File: config.mk
export PLATFORM = sky130hd
export DESIGN_NAME = key_conditioner
export DESIGN_NICKNAME = d
export VERILOG_FILES = /design/src/rtl/key_conditioner.sv
export SDC_FILE = /design/constraint.sdc
export NUM_CORES = 1
export LEC_CHECK = 0
export CORE_AREA = 2 2 115 117
export CTS_CLUSTER_SIZE = 30
export DETAILED_ROUTE_END_ITERATION = 10
export DIE_AREA = 0 0 117 119
export RECOVER_POWER = 25
export SYNTH_ARGS = -nofsm -noshare
export SYNTH_HDL_FRONTEND = slang
export SYNTH_SLANG_ARGS = --single-unit
File: constraint.sdc
create_clock -name clk -period 3 [get_ports clk]
set_clock_uncertainty 0.1 [all_clocks]
set_input_delay 0.9 -clock clk [delete_from_list [all_inputs] [get_ports clk]]
set_output_delay 0.9 -clock clk [all_outputs]
set_load 0.01 [all_outputs]
File: src/rtl/key_conditioner.sv
// Two-button front end for the oven setpoint logic: synchronize, debounce, detect
// chords, auto-repeat on hold, and emit clean one-cycle inc/dec/confirm pulses.
module key_conditioner #(
  parameter int DEBOUNCE_CYCLES = 500000,
  parameter int CHORD_WINDOW    = 5000000,
  parameter int REPEAT_DELAY    = 25000000,
  parameter int REPEAT_RATE     = 5000000
) (
  input  logic clk,
  input  logic rst_n,
  input  logic key0,
  input  logic key1,
  output logic key0_level,
  output logic key1_level,
  output logic inc_pulse,
  output logic dec_pulse,
  output logic confirm_pulse
);

  localparam int RP_MAX = (REPEAT_DELAY > REPEAT_RATE) ? REPEAT_DELAY : REPEAT_RATE;
  localparam int DB_W   = $clog2(DEBOUNCE_CYCLES) + 1;
  localparam int CW_W   = $clog2(CHORD_WINDOW) + 1;
  localparam int RP_W   = $clog2(RP_MAX) + 1;

  typedef enum logic [2:0] {
    S_IDLE,
    S_PENDING,
    S_HELD,
    S_REPEAT,
    S_WAIT_RELEASE
  } state_t;

  logic [1:0]      meta;
  logic [1:0]      sync_q;
  logic [1:0]      synced;
  logic [1:0]      level;
  logic [DB_W-1:0] db_cnt [2];

  state_t          state;
  logic            sel;
  logic [CW_W-1:0] chord_cnt;
  logic [RP_W-1:0] rep_cnt;

  // Index 1 is key1 (increase), index 0 is key0 (decrease).
  assign synced     = ~sync_q;
  assign key0_level = level[0];
  assign key1_level = level[1];

  // NOTE: reset is sampled on the clock edge only, so it is tested inside the
  // clocked block rather than listed in the sensitivity list.
  always_ff @(posedge clk) begin
    if (!rst_n) begin
      meta   <= 2'b11;
      sync_q <= 2'b11;
    end else begin
      meta   <= {key1, key0};
      sync_q <= meta;
    end
  end

  always_ff @(posedge clk) begin
    if (!rst_n) begin
      level <= 2'b00;
      for (int k = 0; k < 2; k++) db_cnt[k] <= '0;
    end else begin
      for (int k = 0; k < 2; k++) begin
        if (synced[k] == level[k]) begin
          db_cnt[k] <= '0;
        end else if (db_cnt[k] == DB_W'(DEBOUNCE_CYCLES - 1)) begin
          level[k]  <= synced[k];
          db_cnt[k] <= '0;
        end else if (db_cnt[k] != '1) begin
          db_cnt[k] <= db_cnt[k] + DB_W'(1);
        end
      end
    end
  end

  // Chord/repeat FSM; sel remembers which key owns PENDING/HELD/REPEAT.
  always_ff @(posedge clk) begin
    if (!rst_n) begin
      state         <= S_IDLE;
      sel           <= 1'b0;
      chord_cnt     <= '0;
      rep_cnt       <= '0;
      inc_pulse     <= 1'b0;
      dec_pulse     <= 1'b0;
      confirm_pulse <= 1'b0;
    end else begin
      inc_pulse     <= 1'b0;
      dec_pulse     <= 1'b0;
      confirm_pulse <= 1'b0;
      case (state)
        S_IDLE: begin
          if (level[0] && level[1]) begin
            confirm_pulse <= 1'b1;
            state         <= S_WAIT_RELEASE;
          end else if (level[0] || level[1]) begin
            sel       <= level[1];
            chord_cnt <= '0;
            state     <= S_PENDING;
          end
        end

        S_PENDING: begin
          if (chord_cnt != '1) chord_cnt <= chord_cnt + CW_W'(1);
          // A second key always means confirm, even on the expiry cycle.
          if (level[~sel]) begin
            confirm_pulse <= 1'b1;
            state         <= S_WAIT_RELEASE;
          end else if (!level[sel]) begin
            inc_pulse <= sel;
            dec_pulse <= ~sel;
            state     <= S_IDLE;
          end else if (chord_cnt == CW_W'(CHORD_WINDOW - 1)) begin
            inc_pulse <= sel;
            dec_pulse <= ~sel;
            rep_cnt   <= '0;
            state     <= S_HELD;
          end
        end

        S_HELD, S_REPEAT: begin
          if (rep_cnt != '1) rep_cnt <= rep_cnt + RP_W'(1);
          if (level[~sel] && level[sel]) begin
            confirm_pulse <= 1'b1;
            state         <= S_WAIT_RELEASE;
          end else if (level[~sel]) begin
            sel       <= ~sel;
            chord_cnt <= '0;
            state     <= S_PENDING;
          end else if (!level[sel]) begin
            state <= S_IDLE;
          end else if ((state == S_HELD   && rep_cnt == RP_W'(REPEAT_DELAY - 1)) ||
                       (state == S_REPEAT && rep_cnt == RP_W'(REPEAT_RATE - 1))) begin
            inc_pulse <= sel;
            dec_pulse <= ~sel;
            rep_cnt   <= '0;
            state     <= S_REPEAT;
          end
        end

        S_WAIT_RELEASE: begin
          if (!level[0] && !level[1]) state <= S_IDLE;
        end

        default: state <= S_IDLE;
      endcase
    end
  end

endmodule

=== After elaboration in Yosys (flattened, before gate mapping) ===
Memory sizes are Yosys's and may differ from the RTL's.
Index checks and enable logic that the tools add are counted.

* Add/sub/neg operators: 4
* Order comparisons: 2
* Eq/ne operators: 27
* Multiplexer cells: 86
* Bitwise logic cells: 10
* Reductions and logical operators: 20

{| class="wikitable"
|+ Operators by type and width
! operator !! count
|-
| two-way mux 26 bit || 8
|-
| two-way mux 20 bit || 6
|-
| two-way mux 24 bit || 5
|-
| case mux 24 bit (3 select lines) || 1
|-
| case mux 26 bit (2 select lines) || 1
|-
| two-way mux 1 bit || 50
|-
| adder 20 x 1 -> 20 bit, second input constant || 2
|-
| equality test 20 x 19 -> 1 bit, second input constant || 2
|-
| != test 20 bit, second input constant || 2
|-
| two-way mux 3 bit || 10
|-
| adder 26 x 1 -> 26 bit, second input constant || 1
|-
| equality test 26 x 23 -> 1 bit, second input constant || 1
|-
| equality test 26 x 25 -> 1 bit, second input constant || 1
|-
| != test 26 bit, second input constant || 1
|-
| adder 24 x 1 -> 24 bit, second input constant || 1
|-
| equality test 24 x 23 -> 1 bit, second input constant || 1
|-
| != test 24 bit, second input constant || 1
|-
| != test 2 bit, second input constant || 9
|-
| case mux 3 bit (4 select lines) || 1
|-
| AND reduction 4 bit || 2
|-
| equality test 3 x 2 -> 1 bit, second input constant || 2
|-
| OR 1 bit || 6
|-
| case mux 1 bit (2 select lines) || 3
|-
| AND reduction 6 bit || 1
|-
| other kinds (19) || 31
|}

* Bits in registers: 63
* Bits in writable memories: 40
* Bits of input ports: 4
* Output and inout bits: 5
* Logic and storage cells: 161
* Memories kept: 1

{| class="wikitable"
|+ Memories
! name !! depth !! bits a word !! rd ports !! clocked after Yosys merged registers in !! wr ports !! RTL line !! source
|-
| db_cnt || 2 || 20 || 2 || 0 || 2 || 37 || <nowiki>logic [DB_W-1:0] db_cnt [2];</nowiki>
|}

=== Depth between registers and ports, before layout ===
* Depth in word-level cells: 8
* Mapped depth: 9
* Depth with buffers taken out: 8

=== Worst setup path before layout ===
No wires, ideal clock.

* Kind: input -> register
* From: input rst_n
* To: memory db_cnt[0][0] (netlist name), enable pin
* Setup time: 0.496 ns
* Arrival: 1.985 ns
* Data required time: 2.404 ns
* Setup slack: 0.419 ns
* Stages on the path: 4
* Path buffers: 1
* Cell sequence: clkbuf_1 nand2_1 nor2_1 nand4_1

{| class="wikitable"
|+ RTL lines
! what !! RTL line !! source
|-
| from (decl) || 10 || <nowiki>input logic rst_n,</nowiki>
|-
| to (decl) || 37 ||
|}

=== Worst setup path in the final report ===
* From: register rep_cnt[20]
* To: register rep_cnt[13]

* Word-level cells in the longest chain between the ends: 8
* Elaborated cells between the ends (all ways): 12
* Classes of those cells: eq/ne (3); mux (6); reduce/logical (3)

{| class="wikitable"
|+ RTL lines
! what !! RTL line !! source
|-
| from (decl) || 42 || <nowiki>logic [RP_W-1:0] rep_cnt;</nowiki>
|-
| from (signal assigned) || 124 || <nowiki>if (rep_cnt != '1) rep_cnt <= rep_cnt + RP_W'(1);</nowiki>
|-
| equality test 26 x 25 -> 1 bit or equality test 26 x 23 -> 1 bit (tied branches) || 134, 135 ||
|-
| logical AND 1 bit, on equally long branches || 134, 135 ||
|-
| logical OR 1 bit || 134 || <nowiki>end else if ((state == S_HELD && rep_cnt == RP_W'(REPEAT_DELAY - 1)) ||</nowiki>
|-
| two-way mux 26 bit || 134 ||
|-
| two-way mux 26 bit || 132 || <nowiki>end else if (!level[sel]) begin</nowiki>
|-
| two-way mux 26 bit || 128 || <nowiki>end else if (level[~sel]) begin</nowiki>
|-
| two-way mux 26 bit * || 125 || <nowiki>if (level[~sel] && level[sel]) begin</nowiki>
|-
| case mux 26 bit (2 select lines) * || 93 || <nowiki>case (state)</nowiki>
|}

Every way passes the cells marked *; elsewhere a longest branch is shown, timed or not.
A chain may end at the register's enable or synchronous reset.

==> qor.tcl <==
set qor(critical-path-max-stage-delay_ns) 0.58
set qor(synth_top_area_frac) 0.2237
set qor(number_of_global_route_vias_before_repair) 4419
set qor(layout-drive-gt1-share) 0.06306
set qor(met3_track_demand_over_resource_in_global_routing) 0.04784
set qor(hold_class) {reg -> reg}
set qor(maxCapViolCount) 0
set qor(first_iter_violations) 297
set qor(clk_transition_reported_paths_ns) 0.07
set qor(grt_pass1_wl_um) 20330
set qor(post-route-min-period_ns) 2.695
set qor(maxSlewHeadroom) 0.3848
set qor(timing.final.hold_violations) 0
set qor(antennaDiodeCount) 0
set qor(use_met2) 0.2879
set qor(postRouteAntennaNets) 0
set qor(whs_ns) 0.3241
set qor(synth.top_cells.by_area) {sky130_fd_sc_hd__dfxtp_1 (22%), sky130_fd_sc_hd__edfxtp_1 (21%), sky130_fd_sc_hd__nor2_1 (5.9%), sky130_fd_sc_hd__nand2_1 (5.3%), sky130_fd_sc_hd__xor2_1 (4.5%)}
set qor(power_density_nw_per_um2) 419.7
set qor(critical_path_peak_fanout) 48
set qor(p_clk_frac) 0.434
set qor(hpwl_um) 8489
set qor(preCtsSetupSlack_ns) 0.2137
set qor(worstHoldPathCells) 1
set qor(report.power.total_mw) 2.616
set qor(syn_to_final_growth_pct) 10.54
set qor(crit_path_cell_trace) {nand4_2 > or4_4 > a2111oi_4 > a21oi_2 > buf_4 > a41oi_1 > a31oi_1}
set qor(vias_per_cell) 5.572
set qor(timing.critical_path.from_type) {register}
set qor(power.share.combinational) 0.014
set qor(cts-resized-gates) 0
set qor(hold_buffers) 0
set qor(floorplan.io_pins) 9
set qor(die_area_um2) 13920
set qor(antenna_found_initial) 0
set qor(timing.critical_path.depth) 7
set qor(worstSkewPairLatency_ns) 0.35
set qor(placement_rows) 42
set qor(layout.core_utilization) 0.4842
set qor(cp_num_buf_inv) 1
set qor(num-nets-final) 672
set qor(ys_seq_area_frac) 0.4367
set qor(setup_tns_ns) 0
set qor(post_synth_edffs) 40
set qor(vdd.ir_drop.worst_v) 0.0003086
set qor(cts_made_buffers) 9
set qor(final_min_period_over_clock_period) 0.8983
set qor(timing.critical_path.max_delay_family) {compound AO/OA/AOI/OAI gates}
set qor(finalSetupViolCount) 0
set qor(route.final.wire_length_um) 11960
set qor(final_critical_path_setup_slack_ns) 0.3052
set qor(netlist_instances) 648
set qor(ctsHtreeMaxLevel) 3
set qor(swShare) 0.2153
set qor(finalWeightedCongestion) 0.8143
set qor(run_status) {complete, no violations}
set qor(register_bit_count_reported_by_yosys) 103
set qor(syn_avg_cell_area_um2) 8.702
set qor(cp_slowest_cell) {sky130_fd_sc_hd__or4_4}
set qor(detailroute.via_count) 4692
set qor(leakagePower_nw) 2.037
set qor(worst_tran_pin_value_ns) 0.9229
set qor(drt_drc_violations_left) 0
set qor(synth_top_flop_cell) {sky130_fd_sc_hd__dfxtp_1}
set qor(core_um2) 12870
set qor(clock.fmax_mhz) 371.1
set qor(clock_tree_from_tritoncts) {built}
set qor(global_route.usage.met1) 0.2387
set qor(post_drt_wl_per_cell_um) 14.21
set qor(longest_clk_path_bufs) 2
set qor(crit_path_end_kind) {register}
set qor(yosys.area.top_type) {sky130_fd_sc_hd__dfxtp_1}
set qor(net-switching-power_uw) 563.4
set qor(required_ns) 3.11
set qor(post-cts-setup-buffer-count) 0
set qor(gr-usage-all-layers) 0.1798
set qor(r2r.worst_path.cells) 7
set qor(total_nets_after_synthesis) 659
set qor(die_width_um) 117
set qor(internal_power_mw) 2.053
set qor(power_frac_seq) 0.553
set qor(final.fill_count) 1248
set qor(start_util) 0.4380
set qor(timing_worst_setup_path_type) {reg -> reg}
set qor(synth.cell_area_um2) 5639
set qor(rsz_0062_raised_after_global_routing) {no}
set qor(cts_root_buffer) {sky130_fd_sc_hd__clkbuf_16}
set qor(share_of_flip_flops_with_an_asynchronous_set_or_reset_after_synthesis) 0
set qor(global_route.overflow_total) 0
set qor(clock-sinks) 103
set qor(grt_start_max_net_pins) 49
set qor(detail_route.first_pass.iterations) 5
set qor(floorplan.die.height_um) 119
set qor(busiest_layer) {met2}
set qor(yosysUniqueCellTypes) 61
set qor(io_buffer_count) 8
set qor(signal_arrival_time_at_the_worst_endpoint_ns) 2.81
set qor(final-max-slew-violation-count) 0
set qor(yosys_warnings) 0
[cells in the mapped netlist (8+ instances only)]
library cell,instances
sky130_fd_sc_hd__o21ai_0,10
sky130_fd_sc_hd__inv_1,16
sky130_fd_sc_hd__a21oi_1,21
sky130_fd_sc_hd__xor2_1,29
sky130_fd_sc_hd__nand4_1,27
sky130_fd_sc_hd__a31oi_1,18
sky130_fd_sc_hd__nand2_1,79
sky130_fd_sc_hd__dfxtp_1,63
sky130_fd_sc_hd__edfxtp_1,40
sky130_fd_sc_hd__nand2b_1,8
sky130_fd_sc_hd__nor3_1,21
sky130_fd_sc_hd__clkbuf_1,20
sky130_fd_sc_hd__o211ai_1,11
sky130_fd_sc_hd__nor4_1,9
sky130_fd_sc_hd__and2_1,9
sky130_fd_sc_hd__nand3_1,46
sky130_fd_sc_hd__and3_1,14
sky130_fd_sc_hd__nor2_1,89
sky130_fd_sc_hd__xnor2_1,24
sky130_fd_sc_hd__or4_1,9
[flip-flops by register name, summed over array words and instances (netlist names)]
register	count
dec_pulse	1
confirm_pulse	1
sync_q	2
state	3
level	2
chord_cnt	24
inc_pulse	1
meta	2
db_cnt	40
rep_cnt	26
sel	1
[per-stage QoR]
| stage | cell area (um2) | std cells |
|---|---|---|
| 6_report | 6233 | 842 |
| 5_1_grt | 6233 | 842 |
| 4_1_cts | 6260 | 842 |
| 3_5_place_dp | 5971 | 826 |
| 3_3_place_gp | 5971 | 826 |
| 2_1_floorplan | 5639 | 648 |
[per-layer routing]
metal / part of all wire / wire length [um]
met5: 0 / 0
met4: 0.011 / 131
met3: 0.036 / 427
met2: 0.47 / 5619
met1: 0.48 / 5783
[final cells by class]
cell class,instances,area [um2],area share
multi-input combinational,504,2998,0.4809
sequential,103,2462,0.3950
clock buffer,10,239.0,0.03834
tap,176,220.2,0.03533
timing repair buffer,27,203.9,0.03272
inverter,16,60.06,0.009635
clock inverter,6,50.05,0.008029
[placed cells by master, fill, tap and decap left out, drive strengths merged, types with 7 or more instances in the layout]
master / instances
ha: 7
nor4: 9
a31oi: 18
a21oi: 22
nand3: 46
and4: 7
nand2: 79
o211ai: 11
clkbuf: 15
xnor2: 24
or4: 10
nand4: 28
and2: 9
dfxtp: 63
nand2b: 8
xor2: 29
edfxtp: 40
inv: 20
nor3: 21
nor2: 89
o21ai: 12
and3: 14
buf: 14
[power by group through the flow]
| stage | clock network, mW | registers (mW) | logic, mW |
|---|---|---|---|
| after CTS | 1.17 | 1.45 | 0.0399 |
| final | 1.13 | 1.45 | 0.0365 |
| after floorplan | 0 | 1.48 | 0.0238 |
| after global routing | 1.24 | 1.45 | 0.0410 |
| after global placement | 0 | 1.48 | 0.0391 |
| after detailed placement | 0 | 1.48 | 0.0399 |
[path summary, 6_finish.rpt]
path,slack (ns),to,startpoint
worst max-delay path,0.31,rep_cnt[13],rep_cnt[20]
worst min-delay path,0.32,sync_q[1],meta[1]
worst max register to register,0.31,rep_cnt[13],rep_cnt[20]
worst min register to register,0.32,sync_q[1],meta[1]
[kinds of logic after synthesis]
family          synth area share
mux                      0.01132
fa+ha+maj                0.01553
simple gates              0.3088
xor+xnor                 0.08232
compound gates            0.1149
flops                     0.4367
buf+inv                  0.03040
Power figures use the tool's default switching activity.
